### config.mk
export PLATFORM = sky130hd
export DESIGN_NAME = mem_arbiter
export DESIGN_NICKNAME = d
export VERILOG_FILES = /design/src/rtl/mem_arbiter_pkg.sv /design/src/rtl/mem_arb_rdret.sv /design/src/rtl/mem_arbiter.sv
export SDC_FILE = /design/constraint.sdc
export NUM_CORES = 1
export LEC_CHECK = 0
export ABC_AREA = 1
export CORE_MARGIN = 2
export CORE_UTILIZATION = 27
export CTS_BUF_LIST = sky130_fd_sc_hd__clkbuf_4 sky130_fd_sc_hd__clkbuf_8 sky130_fd_sc_hd__clkbuf_16
export DETAILED_ROUTE_END_ITERATION = 8
export PLACE_DENSITY = 0.81
export SLEW_MARGIN = 20
export SYNTH_ARGS = -nofsm -noshare
export SYNTH_HDL_FRONTEND = slang
export SYNTH_SLANG_ARGS = --single-unit
### constraint.sdc
create_clock -name clk -period 1.7 [get_ports clk]
set_clock_uncertainty 0.2 [all_clocks]
set_input_delay 0.51 -clock clk [delete_from_list [all_inputs] [get_ports clk]]
set_output_delay 0.51 -clock clk [all_outputs]
set_load 0.005 [all_outputs]
### src/rtl/mem_arbiter_pkg.sv
// mem_arbiter_pkg: shared state encoding and hold-counter width for the arbiter
package mem_arbiter_pkg;
    typedef enum logic [1:0] {IDLE = 2'd0, OWN_A = 2'd1, OWN_B = 2'd2} state_t;
    localparam int HOLD_W = 8;
endpackage

### src/rtl/mem_arb_rdret.sv
// mem_arb_rdret: one-cycle read-return stage tagging returned bus data to its port
module mem_arb_rdret (
    input  logic        clk,
    input  logic        reset,
    input  logic        rd_a,
    input  logic        rd_b,
    input  logic [15:0] mem_out,
    output logic        a_rvalid,
    output logic        b_rvalid,
    output logic [15:0] a_rdata,
    output logic [15:0] b_rdata
);
    always_ff @(posedge clk) begin
        a_rvalid <= reset ? 1'b0 : rd_a;
        b_rvalid <= reset ? 1'b0 : rd_b;
    end
    assign a_rdata = a_rvalid ? mem_out : '0;
    assign b_rdata = b_rvalid ? mem_out : '0;
endmodule

### src/rtl/mem_arbiter.sv
// mem_arbiter: two-port bus arbiter with hold-limit preemption; MEM_ARB_RR_EN enables round-robin tie-break and preemption of both ports
module mem_arbiter
    import mem_arbiter_pkg::*;
#(
    parameter int MAX_HOLD = 16
) (
    input  logic        clk,
    input  logic        reset,
    input  logic        a_req,
    input  logic        a_we,
    input  logic [15:0] a_addr,
    input  logic [15:0] a_wdata,
    output logic        a_gnt,
    output logic        a_rvalid,
    output logic [15:0] a_rdata,
    input  logic        b_req,
    input  logic        b_we,
    input  logic [15:0] b_addr,
    input  logic [15:0] b_wdata,
    output logic        b_gnt,
    output logic        b_rvalid,
    output logic [15:0] b_rdata,
    output logic [15:0] mem_address,
    output logic [15:0] mem_in,
    output logic        mem_load,
    input  logic [15:0] mem_out
);
    localparam logic [HOLD_W-1:0] MAX = HOLD_W'(MAX_HOLD);
    state_t state, nxt;
    logic [HOLD_W-1:0] hold, hold_inc;
    logic acc_a, acc_b, pre_a, pre_b, pick_b;
    assign acc_a = a_req & a_gnt;
    assign acc_b = b_req & b_gnt;
    assign hold_inc = (hold == MAX) ? MAX : hold + HOLD_W'(1);
`ifdef MEM_ARB_RR_EN
    logic ptr_b;
    assign pre_a = b_req && hold_inc == MAX;
    assign pre_b = a_req && hold_inc == MAX;
    assign pick_b = b_req && (!a_req || ptr_b);
`else
    assign pre_a = 1'b0;
    assign pre_b = a_req && hold_inc == MAX;
    assign pick_b = b_req && !a_req;
`endif
    // Leaving an owner state on a dropped request or on preemption is the same path.
    always_comb begin
        nxt = state == OWN_A ? (a_req && !pre_a ? OWN_A : b_req ? OWN_B : IDLE) :
              state == OWN_B ? (b_req && !pre_b ? OWN_B : a_req ? OWN_A : IDLE) :
              (pick_b ? OWN_B : a_req ? OWN_A : IDLE);
    end
    always_ff @(posedge clk) begin
        if (reset) begin
            state <= IDLE;
            a_gnt <= 1'b0;
            b_gnt <= 1'b0;
            hold  <= '0;
`ifdef MEM_ARB_RR_EN
            ptr_b <= 1'b0;
`endif
        end else begin
            state <= nxt;
            a_gnt <= nxt == OWN_A;
            b_gnt <= nxt == OWN_B;
            hold  <= (nxt != state) ? '0 : (acc_a | acc_b) ? hold_inc : hold;
`ifdef MEM_ARB_RR_EN
            ptr_b <= nxt == OWN_A ? 1'b1 : nxt == OWN_B ? 1'b0 : ptr_b;
`endif
        end
    end
    assign mem_address = acc_a ? a_addr : acc_b ? b_addr : '0;
    assign mem_in      = acc_a ? a_wdata : acc_b ? b_wdata : '0;
    assign mem_load    = (acc_a & a_we) | (acc_b & b_we);
    mem_arb_rdret u_rdret (
        .clk      (clk),
        .reset    (reset),
        .rd_a     (acc_a & ~a_we),
        .rd_b     (acc_b & ~b_we),
        .mem_out  (mem_out),
        .a_rvalid (a_rvalid),
        .b_rvalid (b_rvalid),
        .a_rdata  (a_rdata),
        .b_rdata  (b_rdata)
    );
endmodule
# Yosys cells after proc, flatten, opt, wreduce, memory -nomap -nowiden
# Index checks and enable logic that the tools add are counted.
# W data, S select, Z words.
[totals]
ff_bits = 14
wordCells = 44
output_inout_bits = 69
inputBits = 86
[op_classes]
n_eq_ne = 7
muxes = 14
bitwise_logic = 10
reduce_logical = 6
n_addsub = 1
[op_table]
columns = ["operator", "count"]
rows = [
  ["$mux W16", 6],
  ["$eq A8 B5 Y1 const B", 2],
  ["$mux W2", 6],
  ["$add A8 B1 Y8 const B", 1],
  ["$mux W8", 1],
  ["$and A1 B1 Y1", 6],
  ["$eq A2 B1 Y1 const B", 2],
  ["$eq A2 B2 Y1 const B", 2],
  ["$logic_and A1 B1 Y1", 3],
  ["$logic_not A1 Y1", 2],
  ["$ne A2 B2 Y1", 1],
  ["$not A1 Y1", 2],
  ["$or A1 B1 Y1", 2],
  ["$reduce_or A2 Y1", 1],
  ["$mux W1", 1],
]

# Longest topological paths before layout
# Gate-level depths: netlist (run 1).
[logic_depth]
ltp_word = 11
mapped_depth = 14
ltp_nobuf = 13

# Cells and area by module
# From an unflattened synthesis (run 1), not the netlist that was laid out.
[hier_totals]
cells_unflattened = 309
hier_area_um2 = 1606.5
[modules_own_cells]
columns = ["mod", "cells_per_inst", "seq_area_each_um2", "area_each_um2", "n_inst"]
rows = [
  ["mem_arbiter", 235, 240.2, 1262.5, 1],
  ["mem_arb_rdret", 74, 40.0, 344.1, 1],
]

# Worst setup path before layout (run 1)
# Ideal clock, no wire load.
[synth_path]
path_kind = "input -> output"
start = "in a_req"
end = "out mem_address[0]"
n_path_buf = 2
arrival_ps = 1244
t_required_ps = 990
setup_slack_ps = -254
cell_stages = 5
cell_sequence = "buf_2 -> nand2_1 -> nand3_1 -> clkbuf_1 -> o21ai_0"
[synth_between]
elab_chain_cells = 2
[synth_lines]
columns = ["item", "line_no", "rtl"]
rows = [
  ["start, declared", "mem_arbiter.sv:9", "input logic a_req,"],
  ["$and A1 B1 Y1", "mem_arbiter.sv:32", "assign acc_a = a_req & a_gnt;"],
  ["$mux W16", "mem_arbiter.sv:70", "assign mem_address = acc_a ? a_addr : acc_b ? b_addr : '0;"],
  ["end, declared", "mem_arbiter.sv:23", "output logic [15:0] mem_address,"],
]
# No other way between the ends.

# Worst setup path in the final report (run 1)
[layout_path]
start = "in a_req"
end = "out mem_address[6]"
# The elaborated chain is that of the path after synthesis.

==> results of run 1 <==
==> power by group <==
| group | switching (mW) | leakage, nW | internal [mW] |
|---|---|---|---|
| Clock | 0.118 | 0.0262 | 0.182 |
| Combinational | 0.250 | 2.10 | 0.323 |
| Sequential | 0.0150 | 0.120 | 0.334 |
==> routing by layer <==
layer	vias up	GRT usage (%)	share of wire, %
met2	113	43.8	56
met4	0	5.42	0.75
met5	-	0	0
met3	6	4.33	7.8
met1	1181	22.4	35
li1	1295	-	-
==> state kept, by name, summed over array words and instances, names as in the netlist <==
signal            count
state                 2
hold                  8
b_gnt                 1
a_gnt                 1
u_rdret.a_rvalid      1
u_rdret.b_rvalid      1
==> worst min-delay path by stage <==
stage,startpoint,to,cells after the start
3_5_place_dp,a_gnt,u_rdret.a_rvalid,3
5_1_grt,b_we,u_rdret.b_rvalid,3
3_3_place_gp,a_gnt,u_rdret.a_rvalid,3
2_1_floorplan,b_gnt,u_rdret.b_rvalid,2
4_1_cts,a_we,u_rdret.a_rvalid,3
6_report,b_we,u_rdret.b_rvalid,3
==> critical path, stage by stage <==
cell and delay [ps]:
buf_8 100, nand2_4 70, nand3_4 90, buf_6 140, bufbuf_16 260, o21ai_2 90, buf_2 120
==> cell type report <==
class | count | area, µm²
Sequential cell | 14 | 304
Multi-Input combinational cell | 187 | 1380
Tap cell | 72 | 90.1
Fill cell | 468 | 1640
Inverter | 79 | 304
Clock buffer | 4 | 48.8
Timing Repair Buffer | 203 | 1840
==> cell usage in the layout (no fill, tap or decap), types with 2 or more instances in the layout <==
cell type         n
dlymetal6s2s_1    8
nand2_1          28
o21ai_0           7
o21bai_1          2
nor2_4            2
buf_16            2
inv_2            18
nand3_2           8
ha_4              2
buf_8             5
buf_12            6
nor3_1            2
dlygate4sd2_1    10
nor3_2            7
dfxtp_1           5
dfxtp_2           4
a21oi_2           2
nor2_1            9
dfxtp_4           5
clkdlybuf4s50_1  57
inv_1            59
nand3_4           5
clkbuf_2          7
nand2_4          16
nand2_2          23
nor2_2            3
o21ai_2          32
clkdlybuf4s15_1   4
nand3_1          33
buf_6            21
buf_4            27
buf_2            54
clkbuf_8          3
==> cell families after synthesis <==
group / synth area share (%)
buffers and inverters: 23.2
adders and majority gates: 1.57
AOI/OAI and AO/OA: 15.3
DFF: 17.6
and+or+nand+nor: 42.3
==> metrics by stage <==
stage	instance area [µm²]	cells	setup slack [ps]	total power, mW
after CTS	3870	560	-403	1.22
after global placement	3610	531	-1110	0.899
final	3960	559	-409	1.22
after global routing	3960	559	-455	1.30
after floorplan	1850	297	-145	0.550
after detailed placement	3610	531	-1110	0.909
==> timing repair <==
| action | 4_1_cts | 5_1_grt |
|---|---|---|
| buffers inserted | 22 | 7 |
| setup endpoints to repair | 81 | 79 |
| pin swaps | 37 | 15 |
| resized for setup | 349 | 111 |
| gates cloned | 4 | 0 |
==> impl_metrics.py, run 1 <==
metrics = {
    "worst_setup_path": {
        "r2r-start": "hold[0]",
        "startpoint_type": "primary input",
        "cp_max_fo": 5,
        "reg2reg_to": "hold[4]",
        "cp_data_required_time_ps": 990,
        "worstPathArrival_ps": 1400,
        "cp-endpoint": "mem_address[6]",
        "reg2reg_slack_ps": -200,
        "path_class": "primary input to output port",
        "crit_path_start": "a_req",
        "cp-end-kind": "output port",
        "reg2regPathDepth": 11,
    },
    "grt": {
        "overflow": 0,
        "grt_pass1_vias": 2534,
        "grt_pass1_wl_um": 11200,
        "antenna_found_initial": 0,
        "grt_usage_pct": 21.6,
        "grt_max_degree": 38,
    },
    "yosys": {
        "ys_top_cells_by_count": "inv_1, nand2_1, nand3_1",
        "yosysTopAreaCell": "inv_1",
        "netlist-cell-type-count": 22,
        "async_flop_share_pct": 0,
        "synth_ff_type": "dfxtp_1",
        "synth_edf_count": 0,
        "syn_nets": 385,
        "yosysMostFrequentCell": "inv_1",
        "synth_warnings": 0,
        "synthCells": 297,
        "synth_area_leaders": "inv_1, dfxtp_1, nand2_1, nand3_1, o21ai_0",
        "ys_ff_latch": 14,
        "ys_seq_area_share_pct": 17.6,
        "avgSynthCellArea_um2": 5.35,
        "syn_area_um2": 1590,
        "yosysTopAreaCellShare_pct": 18.6,
    },
    "drt": {
        "post_drt_wl_per_cell_um": 13.4,
        "drt_iter0_drc": 66,
        "drc": 0,
        "firstDrtPassIters": 4,
        "ant_nets": 0,
        "vias": 2595,
        "routed_wl_um": 7470,
        "viasPerCell": 4.64,
    },
    "timing": {
        "setup_tns_ps": -12600,
        "setup_viol": 62,
        "slew_viol_final": 0,
        "setup_ws_ps": -409,
        "fin_crit_ps": 2110,
        "worst_hold_slack_ps": 449,
        "hold_violations": 0,
        "max_slew.worst_pin.slew_ps": 356,
        "fmax_mhz": 474,
        "finalCritPeriodShare_pct": 124,
        "grt_setup_unrepaired": "yes",
        "relSlewSlack_pct": 76.0,
    },
    "power_and_ir_drop": {
        "ir_drop_mv": 0.255,
        "p_leak_nw": 2.24,
        "power_density_nw_per_um2": 308,
    },
    "layout": {
        "area_delta_synth_final_pct": 149,
        "layout-drive-gt1-share_pct": 53.4,
        "nets": 576,
        "final_core_util_pct": 70.7,
        "antenna_cells": 0,
    },
    "cts": {
        "clock_sinks": 14,
        "cts_buffer_depth": 2,
        "insertion_delay_ps": 240,
        "cts_htree_levels": 1,
        "hold_buffers": 0,
        "cts_tree": "built",
        "cts_made_buffers": 3,
        "cts_root_buf": "clkbuf_8",
        "clk_pin_slew_ps": 60,
    },
    "placed_design": {
        "dp_hpwl_um": 5320,
        "io_buffers": 154,
        "place.gp.congestion": 0.802,
    },
    "worst_hold_path": {
        "hold_class": "primary input to flop",
    },
    "floorplanning": {
        "die_width_um": 80.7,
        "dieArea_um2": 6520,
        "boundaryPins": 155,
        "die_y_um": 80.7,
        "placement_rows": 27,
        "initial_core_util_pct": 28.4,
        "core_region_area_um2": 5610,
    },
    "outcome": {
        "status": "finished, violations left",
        "violations": "negative setup slack",
    },
    "job": {
        "max_cap_viol_count": 0,
    },
}
No activity file was read; power rests on OpenSTA's default activity.
==> run 2: changes to the inputs <==
- CORE_ASPECT_RATIO: not set -> 0.5
==> run 2 against run 1 <==
  * The flow still finishes with violations (negative setup slack)
  * Die area up 0.57%
  * Hold slack better by 3.5 ps
  * Final cell count grew 1.6%
  * Global-route usage rose by 1.5 points
  * Setup slack lost 15 ps
  * Cell area rose by 8.7%
  * Clock power increased by 72%
  * Sequential power about the same
  * Wire length up 37%
  * Power is 21% higher
  * Sequential cell count stayed put
  * Non-clock buffer count increased by 7
  * Critical endpoint is now hold[7]
==> impl_metrics.py, run 2 (synthesis gave the netlist of run 1 again) <==
metrics = {
    "outcome": {
        "status": "finished, violations left",
        "violations": "negative setup slack",
    },
    "drt": {
        "drt_iter0_drc": 137,
        "viasPerCell": 5.10,
        "post_drt_wl_per_cell_um": 18.0,
        "routed_wl_um": 10200,
        "ant_nets": 0,
        "vias": 2896,
        "drc": 0,
        "firstDrtPassIters": 4,
    },
    "cts": {
        "cts_root_buf": "clkbuf_16",
        "clock_sinks": 14,
        "clk_pin_slew_ps": 50,
        "cts_buffer_depth": 2,
        "hold_buffers": 0,
        "cts_made_buffers": 3,
        "cts_htree_levels": 1,
        "insertion_delay_ps": 250,
        "cts_tree": "built",
    },
    "power_and_ir_drop": {
        "finalPower_mw": 1.48,
        "p_leak_nw": 2.64,
        "power_density_nw_per_um2": 344,
        "ir_drop_mv": 0.317,
    },
    "timing": {
        "slew_viol_final": 0,
        "hold_violations": 0,
        "max_slew.worst_pin.slew_ps": 404,
        "finalCritPeriodShare_pct": 125,
        "fmax_mhz": 471,
        "worst_hold_slack_ps": 453,
        "setup_ws_ps": -424,
        "setup_viol": 70,
        "relSlewSlack_pct": 72.8,
        "grt_setup_unrepaired": "yes",
        "fin_crit_ps": 2120,
    },
    "placed_design": {
        "io_buffers": 154,
        "place.gp.congestion": 0.771,
        "dp_hpwl_um": 5190,
    },
    "worst_setup_path": {
        "cp-end-kind": "flop",
        "reg2reg_slack_ps": -420,
        "startpoint_type": "flop",
        "cp_data_required_time_ps": 1670,
        "cp_cell_sequence": "ha_4 -> nand2_2 -> inv_2 -> nand2_1 -> nand2_1 -> nand2_1 -> nor2_1 -> nand2_1 -> nand2_2 -> nand2_2 -> nand2_4 -> nand2_8 -> nor3_4",
        "reg2regPathDepth": 13,
        "path_class": "flop to flop",
        "worstPathArrival_ps": 2100,
        "crit_path_start": "hold[0]",
        "critPathSlowestCell": "dfxtp_4",
        "slowest_delay_ps": 390,
        "cp_common_cell": "nand2_1",
        "cp-endpoint": "hold[7]",
        "cp_max_fo": 8,
        "r2r-start": "hold[0]",
        "reg2reg_to": "hold[7]",
    },
    "layout": {
        "final_core_util_pct": 77.1,
        "reg_top3": "hold x8, state x2",
        "layout_common_cells": "inv_1, buf_2, dlymetal6s2s_1",
        "area_delta_synth_final_pct": 171,
        "fillerInstances": 304,
        "largest_reg_flops": 8,
        "top_register": "hold",
        "layout-drive-gt1-share_pct": 60.1,
        "layout_commonest_cell": "inv_1",
        "nets": 583,
    },
    "grt": {
        "grt_usage_pct": 23.1,
        "grt_max_degree": 25,
        "grt_pass1_wl_um": 12400,
        "overflow": 0,
        "grt_pass1_vias": 2616,
        "antenna_found_initial": 1,
    },
    "floorplanning": {
        "core_region_area_um2": 5590,
        "boundaryPins": 155,
        "die_y_um": 58.3,
        "placement_rows": 19,
        "die_width_um": 113,
        "initial_core_util_pct": 28.5,
        "dieArea_um2": 6560,
    },
    "worst_hold_path": {
        "hold_class": "primary input to flop",
    },
    "job": {
        "max_cap_viol_count": 0,
    },
}
==> run 2: what timing repair did <==
| item | CTS | global route |
|---|---|---|
| pin swaps | 41 | 45 |
| setup endpoints to repair | 81 | 78 |
| gates resized for setup | 395 | 164 |
| buffers inserted | 23 | 7 |
| cloned | 6 | 0 |
==> run 2: how the worst min path moves through the flow <==
| stage | from | cells after the start | to | slack, ps |
|---|---|---|---|---|
| after floorplan | b_gnt | 2 | u_rdret.b_rvalid | 310 |
| after global placement | a_gnt | 3 | u_rdret.a_rvalid | 410 |
| after detailed placement | a_gnt | 3 | u_rdret.a_rvalid | 400 |
| after CTS | a_gnt | 3 | u_rdret.a_rvalid | 410 |
| after global routing | a_req | 4 | u_rdret.a_rvalid | 450 |
| final | a_req | 4 | u_rdret.a_rvalid | 450 |
==> run 2: stage by stage <==
stage / TNS (ps) / std cells / setup slack, ps / cell area (µm²)
floorplan: -3900 / 297 / -145 / 1850
global placement: -62370 / 534 / -1100 / 3580
detailed placement: -62410 / 534 / -1100 / 3580
CTS: -12820 / 566 / -346 / 3910
global route: -15910 / 568 / -444 / 4310
finish: -13940 / 568 / -424 / 4310
==> run 2: where the power goes <==
part | internal, mW | switching (mW) | total (mW)
registers | 0.332 | 0.0185 | 0.351
clock network | 0.358 | 0.155 | 0.513
logic | 0.315 | 0.303 | 0.618
total | 1.01 | 0.477 | 1.48
==> run 2: area by class of cell <==
type                            instances  area (µm²)  area share [%]
Timing Repair Buffer                  210        2020            46.8
Multi-Input combinational cell        187        1500            34.8
Sequential cell                        14         309            7.17
Inverter                               79         299            6.94
Tap cell                               73        91.3            2.12
Clock buffer                            4        88.8            2.06
Antenna cell                            1        2.50          0.0581
==> run 2: per-layer routing <==
layer | up-vias | wire [µm] | GRT usage, %
met2 | 166 | 5450 | 45.5
met1 | 1372 | 3650 | 26.7
met3 | 52 | 600 | 2.82
met4 | 0 | 531 | 7.14
met5 | - | 0 | 0
li1 | 1306 | - | -
==> run 2: critical path: cells and delay by family, from the launching register on <==
family	cells	cell delay, ps
and+or+nand+nor	11	1200
DFF	1	390
adders and majority gates	1	170
buffers and inverters	1	80
==> run 3: changes to the inputs <==
- ABC_AREA: 1 -> 0
- CORE_UTILIZATION: 27 -> 24
- PLACE_DENSITY: 0.81 -> 0.82
- SKIP_CTS_REPAIR_TIMING: not set -> 1
==> run 3 against run 2 <==
  * The run still ends with negative setup slack left
  * Global-route usage is 2.2 points lower
  * Register-to-register slack hardly changed
  * Synthesized cell count is 43% lower
  * Critical endpoint is now mem_address[2]
  * Highest routed layer unchanged
==> impl_metrics.py, run 3 <==
metrics = {
    "worst_hold_path": {
        "holdPathEnd": "b_gnt",
        "hold_class": "primary input to flop",
        "worstHoldStart": "a_req",
        "min_path_cells": 3,
    },
    "power_and_ir_drop": {
        "p_leak_nw": 1.77,
        "ir_drop_mv": 0.257,
        "power_density_nw_per_um2": 310,
    },
    "floorplanning": {
        "placement_rows": 18,
        "die_width_um": 107,
        "dieArea_um2": 5960,
        "core_region_area_um2": 5020,
        "die_y_um": 55.6,
        "initial_core_util_pct": 25.4,
        "boundaryPins": 155,
    },
    "worst_setup_path": {
        "startpoint_type": "primary input",
        "cp_common_cell": "buf_6",
        "r2r-start": "hold[0]",
        "cp_cell_sequence": "buf_6 -> and2_4 -> nor2_4 -> clkbuf_16 -> buf_6 -> buf_6 -> a22o_1 -> buf_2",
        "path_class": "primary input to output port",
        "reg2reg_to": "hold[7]",
        "cp_data_required_time_ps": 990,
        "reg2reg_slack_ps": -410,
        "cp-end-kind": "output port",
        "slowest_delay_ps": 250,
        "worstPathArrival_ps": 1660,
        "reg2regPathDepth": 8,
        "cp_max_fo": 4,
        "critPathSlowestCell": "nor2_4",
    },
    "job": {
        "max_cap_viol_count": 0,
    },
    "layout": {
        "design_area_um2": 3480,
        "layout_common_cells": "clkdlybuf4s50_1, clkbuf_2, buf_4",
        "area_delta_synth_final_pct": 173,
        "fin_cells": 448,
        "reg_top3": "hold x8, state x2",
        "antenna_cells": 0,
        "nets": 467,
        "layout-drive-gt1-share_pct": 46.3,
        "final_core_util_pct": 69.4,
        "layout_commonest_cell": "clkdlybuf4s50_1",
        "largest_reg_flops": 8,
        "top_register": "hold",
    },
    "placed_design": {
        "dp_hpwl_um": 5540,
        "dp_cells": 413,
        "dpl_cell_area_um2": 3210,
        "io_buffers": 154,
        "place.gp.congestion": 0.876,
        "dp_slack_ps": -1120,
    },
    "timing": {
        "setup_tns_ps": -23880,
        "relSlewSlack_pct": 74.6,
        "setup_viol": 56,
        "slew_viol_final": 0,
        "max_slew.worst_pin.slew_ps": 380,
        "fmax_mhz": 422,
        "fin_crit_ps": 2370,
        "hold_violations": 0,
        "grt_setup_unrepaired": "yes",
        "finalCritPeriodShare_pct": 139,
        "setup_ws_ps": -669,
    },
    "yosys": {
        "ys_top_cells_by_count": "and2_1, a22o_1, dfxtp_1, nor2_1, nand2_1",
        "syn_area_um2": 1280,
        "synth_warnings": 0,
        "avgSynthCellArea_um2": 7.60,
        "synth_ff_type": "dfxtp_1",
        "synth_area_leaders": "a22o_1, dfxtp_1, and2_1, nor2_1, nand2_1",
        "synth_edf_count": 0,
        "netlist-cell-type-count": 32,
        "yosysTopAreaCell": "a22o_1",
        "async_flop_share_pct": 0,
        "yosysTopAreaCellShare_pct": 21.9,
        "ys_seq_area_share_pct": 21.9,
        "ys_ff_latch": 14,
        "synthCells": 168,
        "yosysMostFrequentCell": "and2_1",
        "syn_nets": 256,
    },
    "grt": {
        "overflow": 0,
        "antenna_found_initial": 0,
        "grt_pass1_wl_um": 10100,
        "grt_max_degree": 33,
        "grt_pass1_vias": 2009,
        "grt_usage_pct": 21.0,
    },
    "cts": {
        "cts_root_buf": "clkbuf_8",
        "cts_buffer_depth": 2,
        "insertion_delay_ps": 250,
        "cts_htree_levels": 1,
        "clk_pin_slew_ps": 60,
        "cts_tree": "built",
        "clock_sinks": 14,
        "cts_made_buffers": 3,
    },
    "drt": {
        "drt_iter0_drc": 120,
        "firstDrtPassIters": 4,
        "vias": 2188,
        "ant_nets": 0,
        "routed_wl_um": 8140,
        "drc": 0,
        "viasPerCell": 4.88,
        "post_drt_wl_per_cell_um": 18.2,
    },
    "outcome": {
        "violations": "negative setup slack",
        "status": "finished, violations left",
    },
}
## run 3: worst max path at each step
stage | start | to | cells after the start | slack (ps)
2_1_floorplan | a_req | mem_address[0] | 6 | -330
3_3_place_gp | b_req | mem_address[2] | 6 | -1100
3_5_place_dp | b_req | mem_address[4] | 6 | -1120
4_1_cts | b_req | mem_address[4] | 6 | -1130
5_1_grt | a_req | mem_address[2] | 8 | -700
6_report | a_req | mem_address[2] | 8 | -670
## run 3: through the flow
stage,power (mW),hold slack [ps]
finish,1.08,386
global route,1.12,393
CTS,1.06,395
detailed placement,0.777,388
global placement,0.769,352
floorplan,0.442,266
## run 3: cell families (layout without fill, tap and decap cells)
| kind of cell | after synthesis | after routing | share of synthesized area [%] |
|---|---|---|---|
| xor+xnor | 6 | 6 | 4.11 |
| buf+inv | 15 | 225 | 5.09 |
| compound gates | 50 | 50 | 32.1 |
| flops | 14 | 14 | 21.9 |
| simple gates | 81 | 81 | 34.8 |
| fa+ha+maj | 2 | 2 | 1.96 |
## run 3: final cells by class
| type | instances | area, µm² |
|---|---|---|
| timing repair buffer | 218 | 1940 |
| fill | 375 | 1540 |
| multi-input combinational | 139 | 1100 |
| sequential | 14 | 298 |
| tap | 70 | 87.6 |
| clock buffer | 3 | 41.3 |
| inverter | 3 | 11.3 |
| clock inverter | 1 | 3.75 |
## run 3: layer usage
layer,vias up,GRT usage [%],wire [µm]
li1,1036,-,-
met1,1074,24.4,3230
met2,62,40.4,4540
met3,16,3.28,223
met4,0,4.45,146
met5,-,0,0
## run 3: power by group
group | leakage [nW] | internal (mW) | total, mW | switching (mW)
sequential | 0.118 | 0.329 | 0.335 | 0.00558
clock | 0.0231 | 0.160 | 0.286 | 0.126
combinational | 1.63 | 0.308 | 0.461 | 0.153
total | 1.77 | 0.798 | 1.08 | 0.284
## run 3: critical path, delay by kind of cell
family                 cells  cell delay (ps)
AND/OR/NAND/NOR            2              420
AO/OA/AOI/OAI              1              130
buffers and inverters      5              590
